===== config.mk =====
export PLATFORM = sky130hd
export DESIGN_NAME = pe_act_queue_flat
export DESIGN_NICKNAME = d
export VERILOG_FILES = /design/src/rtl/pe_act_queue_if.sv /design/src/rtl/pe_act_queue.sv /design/src/flat_wrapper.sv
export SDC_FILE = /design/constraint.sdc
export NUM_CORES = 1
export LEC_CHECK = 0
export CORE_AREA = 2 2 143 145
export DETAILED_ROUTE_END_ITERATION = 12
export DIE_AREA = 0 0 145 147
export GPL_TIMING_DRIVEN = 0
export HOLD_SLACK_MARGIN = 0.03
export MAX_ROUTING_LAYER = met4
export PLACE_DENSITY = 0.69
export SYNTH_ARGS = -nofsm -noshare
export SYNTH_HDL_FRONTEND = slang
export SYNTH_SLANG_ARGS = --single-unit

===== constraint.sdc =====
create_clock -name clk -period 5.75 [get_ports clk]
set_input_delay 0.575 -clock clk [delete_from_list [all_inputs] [get_ports clk]]
set_output_delay 0.575 -clock clk [all_outputs]
set_load 0.05 [all_outputs]

===== src/rtl/pe_act_queue_if.sv =====
// pe_act_queue_if: handshake bundle between the network interface / controller /
// computation FSM (master side) and the per-PE activation queue (slave side).
//   push_en/push_idx/push_value : activation delivered by the router
//   queue_clear                 : layer-boundary flush
//   pop_act                     : computation FSM consumes the head entry
//   act_out                     : head entry {idx, value}, zero while empty
//   queue_empty/full/almost_full, count, overflow, underflow : status
interface pe_act_queue_if #(
    parameter int unsigned DATA_WIDTH = 16,
    parameter int unsigned IDX_WIDTH  = 10,
    parameter int unsigned DEPTH      = 8
);
    logic                          push_en;
    logic [IDX_WIDTH-1:0]          push_idx;
    logic [DATA_WIDTH-1:0]         push_value;
    logic                          queue_clear;
    logic                          pop_act;
    logic [IDX_WIDTH+DATA_WIDTH-1:0] act_out;
    logic                          queue_empty;
    logic                          queue_full;
    logic                          queue_almost_full;
    logic [$clog2(DEPTH):0]        count;
    logic                          overflow;
    logic                          underflow;

    modport master (
        output push_en, push_idx, push_value, queue_clear, pop_act,
        input  act_out, queue_empty, queue_full, queue_almost_full, count,
               overflow, underflow
    );

    modport slave (
        input  push_en, push_idx, push_value, queue_clear, pop_act,
        output act_out, queue_empty, queue_full, queue_almost_full, count,
               overflow, underflow
    );
endinterface


===== src/rtl/pe_act_queue.sv =====
// pe_act_queue: per-PE first-word-fall-through activation queue.
// Buffers (index, value) pairs from the router, optionally drops zero values on
// entry, raises almost-full back-pressure, and flushes on queue_clear.
// Ports:
//   clk : system clock
//   rst : synchronous active-low reset
//   q   : pe_act_queue_if slave modport (push/pop handshake, head entry, status)
// All outputs decode directly from registers.
module pe_act_queue #(
    parameter int unsigned DATA_WIDTH = 16,
    parameter int unsigned IDX_WIDTH  = 10,
    parameter int unsigned DEPTH      = 8,
    parameter int unsigned AF_MARGIN  = 2,
    parameter bit          SKIP_ZERO  = 1'b1
) (
    input  logic           clk,
    input  logic           rst,
    pe_act_queue_if.slave  q
);
    localparam int unsigned PtrW  = $clog2(DEPTH);
    localparam int unsigned CntW  = PtrW + 1;
    localparam int unsigned EntW  = IDX_WIDTH + DATA_WIDTH;

    logic [EntW-1:0] mem_q [DEPTH];
    logic [EntW-1:0] mem_d [DEPTH];
    logic [PtrW-1:0] wr_ptr_q, wr_ptr_d;
    logic [PtrW-1:0] rd_ptr_q, rd_ptr_d;
    logic [CntW-1:0] count_q, count_d;
    logic            overflow_q, overflow_d;
    logic            underflow_q, underflow_d;

    logic empty, full, zero_skip, push_ok, pop_ok;

    // Occupancy counter is the sole source of empty/full.
    assign empty     = (count_q == '0);
    assign full      = (count_q == CntW'(DEPTH));
    assign zero_skip = SKIP_ZERO && (q.push_value == '0);
    assign pop_ok    = q.pop_act & ~empty;
    // A full queue can still take a push when the head leaves in the same cycle.
    assign push_ok   = q.push_en & ~zero_skip & (~full | pop_ok);

    always_comb begin
        mem_d       = mem_q;
        wr_ptr_d    = wr_ptr_q;
        rd_ptr_d    = rd_ptr_q;
        count_d     = count_q;
        overflow_d  = overflow_q;
        underflow_d = underflow_q;

        if (q.queue_clear) begin
            // Flush wins over push/pop; sticky flags survive a flush.
            wr_ptr_d = '0;
            rd_ptr_d = '0;
            count_d  = '0;
        end else begin
            if (push_ok) begin
                mem_d[wr_ptr_q] = {q.push_idx, q.push_value};
                wr_ptr_d        = wr_ptr_q + PtrW'(1);
            end
            if (pop_ok) begin
                rd_ptr_d = rd_ptr_q + PtrW'(1);
            end
            unique case ({push_ok, pop_ok})
                2'b10:   count_d = count_q + CntW'(1);
                2'b01:   count_d = count_q - CntW'(1);
                default: count_d = count_q;
            endcase
            if (q.push_en && !zero_skip && full && !pop_ok) begin
                overflow_d = 1'b1;
            end
            // Set even when a push arrives alongside; that push is still written.
            if (q.pop_act && empty) begin
                underflow_d = 1'b1;
            end
        end
    end

    always_ff @(posedge clk) begin
        if (!rst) begin
            wr_ptr_q    <= '0;
            rd_ptr_q    <= '0;
            count_q     <= '0;
            overflow_q  <= 1'b0;
            underflow_q <= 1'b0;
        end else begin
            wr_ptr_q    <= wr_ptr_d;
            rd_ptr_q    <= rd_ptr_d;
            count_q     <= count_d;
            overflow_q  <= overflow_d;
            underflow_q <= underflow_d;
        end
    end

    // Storage needs no reset; entries are only visible while counted.
    always_ff @(posedge clk) begin
        mem_q <= mem_d;
    end

    assign q.act_out           = empty ? '0 : mem_q[rd_ptr_q];
    assign q.queue_empty       = empty;
    assign q.queue_full        = full;
    assign q.queue_almost_full = (count_q >= CntW'(DEPTH - AF_MARGIN));
    assign q.count             = count_q;
    assign q.overflow          = overflow_q;
    assign q.underflow         = underflow_q;
endmodule


===== src/flat_wrapper.sv =====
// flat-port wrapper written by rule: the top's interface ports become plain ports
module pe_act_queue_flat 
#(
    parameter int unsigned DATA_WIDTH = 16,
    parameter int unsigned IDX_WIDTH  = 10,
    parameter int unsigned DEPTH      = 8,
    parameter int unsigned AF_MARGIN  = 2,
    parameter bit          SKIP_ZERO  = 1'b1
)
  (clk, rst, q_push_en, q_push_idx, q_push_value, q_queue_clear, q_pop_act, q_act_out, q_queue_empty, q_queue_full, q_queue_almost_full, q_count, q_overflow, q_underflow);
  pe_act_queue_if #(.DATA_WIDTH(DATA_WIDTH), .IDX_WIDTH(IDX_WIDTH), .DEPTH(DEPTH)) q_i ();
  input  logic clk;
  input  logic rst;
  input wire logic [$bits(q_i.push_en)-1:0] q_push_en;
  input wire logic [$bits(q_i.push_idx)-1:0] q_push_idx;
  input wire logic [$bits(q_i.push_value)-1:0] q_push_value;
  input wire logic [$bits(q_i.queue_clear)-1:0] q_queue_clear;
  input wire logic [$bits(q_i.pop_act)-1:0] q_pop_act;
  output wire logic [$bits(q_i.act_out)-1:0] q_act_out;
  output wire logic [$bits(q_i.queue_empty)-1:0] q_queue_empty;
  output wire logic [$bits(q_i.queue_full)-1:0] q_queue_full;
  output wire logic [$bits(q_i.queue_almost_full)-1:0] q_queue_almost_full;
  output wire logic [$bits(q_i.count)-1:0] q_count;
  output wire logic [$bits(q_i.overflow)-1:0] q_overflow;
  output wire logic [$bits(q_i.underflow)-1:0] q_underflow;
  assign q_i.push_en = q_push_en;
  assign q_i.push_idx = q_push_idx;
  assign q_i.push_value = q_push_value;
  assign q_i.queue_clear = q_queue_clear;
  assign q_i.pop_act = q_pop_act;
  assign q_act_out = q_i.act_out;
  assign q_queue_empty = q_i.queue_empty;
  assign q_queue_full = q_i.queue_full;
  assign q_queue_almost_full = q_i.queue_almost_full;
  assign q_count = q_i.count;
  assign q_overflow = q_i.overflow;
  assign q_underflow = q_i.underflow;
  pe_act_queue #(.DATA_WIDTH(DATA_WIDTH), .IDX_WIDTH(IDX_WIDTH), .DEPTH(DEPTH), .AF_MARGIN(AF_MARGIN), .SKIP_ZERO(SKIP_ZERO)) u_core (.clk(clk), .rst(rst), .q(q_i));
endmodule

* Word-level counts from Yosys, hierarchy flattened
Index checks and enable logic that the tools add are counted.
** Operators by class
- Add/subtract/negate cells :: 4
- Order comparisons :: 4
- Equality and inequality tests :: 3
- Multiplexer cells :: 8
- Bitwise logic cells :: 11
- Reduce and logical (&&, ||, !) cells :: 14
** Operators with widths (number)
- $bwmux 208 :: 1
- $mux 26 :: 4
- $bmux 26 s3 :: 1
- $demux 26 s3 :: 1
- $logic_not 16->1 :: 1
- $ge 4x4->1 const B :: 2
- $not 3->4 :: 2
- $pmux 4 s2 :: 1
- $add 3x1->3 const B :: 2
- $reduce_and 2->1 :: 3
- $logic_and 1x1->1 :: 5
- $not 1->1 :: 5
- $add 4x1->4 const B :: 1
- $eq 4x4->1 const B :: 1
- $ge 4x3->1 const B :: 1
- $logic_not 4->1 :: 1
- $lt 4x1->1 const B :: 1
- $sub 4x1->4 const B :: 1
- $and 1x1->1 :: 3
- $eq 2x1->1 const B :: 1
- $eq 2x2->1 const B :: 1
- $logic_not 1->1 :: 2
- $reduce_bool 2->1 :: 1
- $reduce_or 2->1 :: 1
- $or 1x1->1 :: 1
** Word-level totals
- Register bits :: 220
- Input bits :: 31
- Output and inout bits :: 35
- Word-level logic and storage cells :: 57

* Longest topological paths before layout
- Depth after elaboration :: 7
- Gate-level depth with buffers :: 10
- Gate-level depth less buffers :: 10

* Worst setup path before layout
Ideal clock, no wire load.
- Path kind :: register -> register
- Start :: reg u_core.count_q[1], in the netlist u_core.q.count[1]
- End :: reg u_core.mem_q[182] (netlist name), enable pin
- Library setup time :: 0.484 ns
- Arrival :: 4.217 ns
- Data required time :: 5.266 ns
- Setup slack :: 1.049 ns
- Stages on the path, launching flop included :: 5
- Path buffers :: 0
- Period minus slack after synthesis :: 4.701 ns
- Cell sequence :: dfxtp_1 -> nor4b_2 -> nand2b_1 -> nand2_1 -> nor4b_1
** On the way
- Elaborated cells between the ends (all ways) :: 8
- Those cells by class :: eq/ne: 1; bitwise: 5; reduce/logical: 2
** RTL lines
- start, declared :: RTL line pe_act_queue.sv:28 : logic [CntW-1:0] count_q, count_d;
- start signal, assigned :: RTL line pe_act_queue.sv:88 : count_q <= count_d;
- $eq 4x4->1 :: RTL line pe_act_queue.sv:36 : assign full = (count_q == CntW'(DEPTH));
- named net q_queue_full :: RTL line flat_wrapper.sv:21 : output wire logic [$bits(q_i.queue_full)-1:0] q_queue_full;
- $not 1->1 :: RTL line pe_act_queue.sv:40 : assign push_ok = q.push_en & ~zero_skip & (~full | pop_ok);
- $or 1x1->1 :: RTL line pe_act_queue.sv:40
- $and 1x1->1 :: RTL line pe_act_queue.sv:40
- $reduce_and 2->1 (no source line)
- end signal, assigned :: RTL line pe_act_queue.sv:96 : mem_q <= mem_d;
- end, declared :: RTL line pe_act_queue.sv:24 : logic [EntW-1:0] mem_q [DEPTH];
The timed path passes the listed nets, and every way through them passes these cells.
A chain may end at the register's enable or synchronous reset.

* Worst setup path in the final report
- Start :: reg u_core.rd_ptr_q[1]
- End :: out q_act_out[0]
** On the way
- Word-level cells in the longest chain between the ends :: 5
** Ends and longest elaborated chain
- start, declared :: RTL line pe_act_queue.sv:27 : logic [PtrW-1:0] rd_ptr_q, rd_ptr_d;
- start signal, assigned :: RTL line pe_act_queue.sv:87 : rd_ptr_q <= rd_ptr_d;
- $not 3->4 (not written as such) :: RTL line pe_act_queue.sv:99 : assign q.act_out = empty ? '0 : mem_q[rd_ptr_q];
- $bmux 26 s3 :: RTL line pe_act_queue.sv:99
- $mux 26 (not written as such) (2 in a row) :: RTL line pe_act_queue.sv:99
- $mux 26 :: RTL line pe_act_queue.sv:99
- end, declared :: RTL line flat_wrapper.sv:19 : output wire logic [$bits(q_i.act_out)-1:0] q_act_out;
Every way passes these cells. The select of a mux whose other input is x is not followed.

==> impl_metrics.prom <==
# TYPE chip_impl_metric gauge
chip_impl_info{name="run_status",value="completed"} 1
chip_impl_info{name="critPathLaunchType",value="register"} 1
chip_impl_info{name="worstSetupEndpointType",value="output pin"} 1
chip_impl_metric{name="final-hold-violation-count",unit=""} 0
chip_impl_metric{name="power_density",unit="mW/mm^2"} 310
chip_impl_metric{name="grt_max_degree",unit=""} 19
chip_impl_metric{name="design.core.area",unit="sq mm"} 0.0198
chip_impl_metric{name="area_growth_syn_to_layout",unit="%"} 22.6
chip_impl_metric{name="htree_levels",unit=""} 1
chip_impl_metric{name="crit_fanout",unit=""} 10
chip_impl_metric{name="postCtsSetupRepairBufs",unit=""} 0
chip_impl_metric{name="fillCellCount",unit=""} 1511
chip_impl_metric{name="ys_types",unit=""} 37
chip_impl_info{name="yosys-top-cells-area",value="sky130_fd_sc_hd__edfxtp_1 72%, sky130_fd_sc_hd__mux4_2 14%, sky130_fd_sc_hd__mux2i_1 3.4%"} 1
chip_impl_metric{name="layoutNonFillerInstCount",unit=""} 818
chip_impl_metric{name="sinks_on_the_clock_net",unit=""} 220
chip_impl_info{name="worst_min_delay_path_category",value="reg -> reg"} 1
chip_impl_metric{name="postLayoutCoreUtil",unit="%"} 53.3
chip_impl_metric{name="cts_inserted_buffers",unit=""} 23
chip_impl_metric{name="avgViaCountPerCell",unit=""} 5.34
chip_impl_metric{name="slew_viol_final",unit=""} 0
chip_impl_metric{name="dr_wl_cell",unit="um"} 21.4
chip_impl_metric{name="final-seq-area",unit="sq mm"} 0.00649
chip_impl_metric{name="first_iter_violations",unit=""} 341
chip_impl_metric{name="ys_seq_elements",unit=""} 220
chip_impl_metric{name="hold_ws",unit="ps"} 471
chip_impl_metric{name="vdd.ir_drop.worst",unit="mV"} 0.171
chip_impl_info{name="tritoncts",value="done"} 1
chip_impl_metric{name="cap_viol_max_count",unit=""} 0
chip_impl_metric{name="grt_pass1_wl",unit="mm"} 27.2
chip_impl_metric{name="horizontal_die_dimension",unit="um"} 145
chip_impl_metric{name="detail-route-antenna-nets",unit=""} 0
chip_impl_metric{name="asr_flop_ratio_synth",unit="%"} 0
chip_impl_metric{name="per_instance_average_area_after_synthesis",unit="sq um"} 20.5
chip_impl_metric{name="hpwlAfterDp",unit="mm"} 11.7
chip_impl_metric{name="layout_cell_share_with_drive_strength_beyond_1",unit="%"} 23.2
chip_impl_metric{name="initial_antenna_violation_count",unit=""} 0
chip_impl_info{name="synthFlopType",value="sky130_fd_sc_hd__edfxtp_1"} 1
chip_impl_metric{name="worst_setup_hold_path_clk_slew",unit="ps"} 60
chip_impl_metric{name="die_height",unit="um"} 147
chip_impl_metric{name="cp.required",unit="ps"} 5180
chip_impl_info{name="synth_top_area_cell",value="sky130_fd_sc_hd__edfxtp_1"} 1
chip_impl_info{name="criticalPathCategory",value="reg -> out"} 1
chip_impl_metric{name="start_util",unit="%"} 43.5
chip_impl_metric{name="synth_enable_flop_cells",unit=""} 208
chip_impl_metric{name="postCtsHoldBufs",unit=""} 0
chip_impl_metric{name="synthesis.nets",unit=""} 458
chip_impl_metric{name="r2r_slack",unit="ps"} 3200
chip_impl_metric{name="globalRouteOverflowTotal",unit=""} 0
chip_impl_metric{name="firstDrtPassIters",unit=""} 4
chip_impl_metric{name="finalSetupViolations",unit=""} 0
chip_impl_metric{name="synthesis.area",unit="sq mm"} 0.00862
chip_impl_metric{name="footprint_of_the_multi_input_gates",unit="sq mm"} 0.00205
chip_impl_info{name="clockRootBuffer",value="sky130_fd_sc_hd__clkbuf_16"} 1
chip_impl_metric{name="num-nets-final",unit=""} 568
chip_impl_metric{name="postSynthCellCount",unit=""} 421
chip_impl_metric{name="timing.clock.skew",unit="ps"} 9.07
chip_impl_info{name="rsz_0062_raised_after_global_routing",value="no"} 1
chip_impl_metric{name="floorplan.die_area",unit="sq mm"} 0.0213
chip_impl_metric{name="drc_errors",unit=""} 0
chip_impl_metric{name="worst-endpoint-arrival",unit="ps"} 3070
chip_impl_metric{name="place.gp.congestion",unit=""} 0.761
chip_impl_metric{name="synth_warnings",unit=""} 0
chip_impl_metric{name="slew-limit-headroom",unit="%"} 45.3
chip_impl_metric{name="route.vias.total",unit=""} 4366
chip_impl_metric{name="bufs_on_longest_clock_path",unit=""} 3
chip_impl_metric{name="layout_min_cycle_time",unit="ps"} 3650
chip_impl_metric{name="clock_insertion_delay_worst_skew",unit="ps"} 490
chip_impl_metric{name="floorplan.io_pins",unit=""} 66
chip_impl_metric{name="totalWireLength",unit="mm"} 17.5
chip_impl_metric{name="via_count_of_the_first_global_routing_pass",unit=""} 4643
chip_impl_metric{name="worstMarginPinSlew",unit="ps"} 816
chip_impl_metric{name="cts_repair_resize_count",unit=""} 0
chip_impl_metric{name="power.leakage",unit="nW"} 3.30
chip_impl_metric{name="io_buffer_count",unit=""} 65
chip_impl_metric{name="row_count",unit=""} 52
chip_impl_metric{name="dp.cells",unit=""} 776
chip_impl_metric{name="synth_seq_area_share",unit="%"} 75.2
chip_impl_metric{name="synth_top_area_share",unit="%"} 72.4
chip_impl_metric{name="max_freq",unit="MHz"} 274
chip_impl_metric{name="grt_util_all_layers",unit="%"} 17.2
chip_impl_metric{name="finalCritPeriodShare",unit="%"} 63.4
[logic make-up after synthesis]
kind of cell / Yosys count / share of synthesized area [%]
flops: 220 / 75.2
fa+ha+maj: 6 / 0.958
simple gates: 72 / 3.98
compound gates: 12 / 0.943
buf+inv: 26 / 1.55
mux: 81 / 16.9
xor+xnor: 4 / 0.406
[critical path, stage by stage, from the launching register on]
cell and delay, ps:
sky130_fd_sc_hd__dfxtp_1 330, sky130_fd_sc_hd__buf_2 210, sky130_fd_sc_hd__buf_1 590, sky130_fd_sc_hd__mux4_2 340, sky130_fd_sc_hd__mux2i_1 70, sky130_fd_sc_hd__nor2_1 200
sky130_fd_sc_hd__clkdlybuf4s50_1 840
[routing by layer]
layer	vias to the layer above	global-route usage, %	part of all wire [%]
met3	19	2.67	5.0
met1	2290	23.4	44
met4	0	4.06	1.2
met5	-	-	0
li1	1935	-	-
met2	122	27.9	50
[layout make-up]
| class | instances | share of cell area [%] |
|---|---|---|
| tap | 270 | 3.20 |
| buffer | 20 | 1.05 |
| multi-input combinational | 175 | 19.4 |
| clock buffer | 30 | 5.69 |
| antenna | 1 | 0.0237 |
| clock inverter | 11 | 0.521 |
| timing repair buffer | 85 | 8.53 |
| sequential | 220 | 61.3 |
| inverter | 6 | 0.213 |
[cell usage after synthesis (2+ instances only)]
library cell               number
sky130_fd_sc_hd__inv_1          5
sky130_fd_sc_hd__nand3_1        4
sky130_fd_sc_hd__ha_1           5
sky130_fd_sc_hd__dfxtp_1       12
sky130_fd_sc_hd__nor4_1         5
sky130_fd_sc_hd__nor2_1        41
sky130_fd_sc_hd__nand2b_1       3
sky130_fd_sc_hd__mux2i_1       29
sky130_fd_sc_hd__clkbuf_1       3
sky130_fd_sc_hd__xor2_1         3
sky130_fd_sc_hd__edfxtp_1     208
sky130_fd_sc_hd__buf_2          8
sky130_fd_sc_hd__nor3_1         3
sky130_fd_sc_hd__a31oi_1        2
sky130_fd_sc_hd__nand2_1        8
sky130_fd_sc_hd__mux4_2        52
sky130_fd_sc_hd__nor2b_1        2
sky130_fd_sc_hd__buf_1          3
sky130_fd_sc_hd__a21oi_1        3
sky130_fd_sc_hd__buf_4          5
[registers in the layout (all words and copies together), names as in the netlist]
signal,cells
u_core.wr_ptr_q,3
u_core.q.count,4
u_core.rd_ptr_q,3
u_core.mem_q,208
u_core.q.underflow,1
u_core.q.overflow,1
[through the flow]
stage / power [mW] / TNS [ps] / worst slack (ps) / area [sq um]
finish: 3.28 / 0 / 2100 / 10600
global route: 3.38 / 0 / 2030 / 10600
CTS: 3.31 / 0 / 2080 / 10600
detailed placement: 2.03 / 0 / 1930 / 9910
global placement: 2.02 / -148560 / -2360 / 9610
floorplan: 1.93 / 0 / 1050 / 8620
[path summary, 6_finish.rpt]
check	from	cells past startpoint	endpoint
max reg2reg	u_core.q.count[3]$_SDFFE_PP0P_	9	u_core.q.count[3]$_SDFFE_PP0P_
min	u_core.q.overflow$_SDFFE_PN0P_	1	u_core.q.overflow$_SDFFE_PN0P_
max	u_core.rd_ptr_q[1]$_SDFFE_PP0P_	6	q_act_out[0]
min reg2reg	u_core.q.overflow$_SDFFE_PN0P_	1	u_core.q.overflow$_SDFFE_PN0P_
[power breakdown]
group          internal, mW  leakage, nW  switching (mW)
clock network         0.736        0.319           0.557
registers              1.77         1.98         0.00616
logic                0.0835         1.01           0.133
[cells in the final DEF (no fill, tap or decap), drive strengths merged]
cell,instances
a211oi,1
a21o,1
a21oi,3
a31oi,2
a41o,1
a41oi,1
and2,1
and4b,1
buf,37
clkbuf,33
clkdlybuf4s50,65
clkinv,10
clkinvlp,1
dfxtp,12
diode,1
edfxtp,208
fa,1
ha,5
inv,6
mux2i,29
mux4,52
nand2,8
nand2b,3
nand3,4
nor2,41
nor2b,2
nor3,3
nor3b,1
nor4,5
nor4b,2
o21a,1
o21ai,1
o31ai,1
or4,1
xnor2,1
xor2,3
No activity file was read; power rests on OpenSTA's default activity.
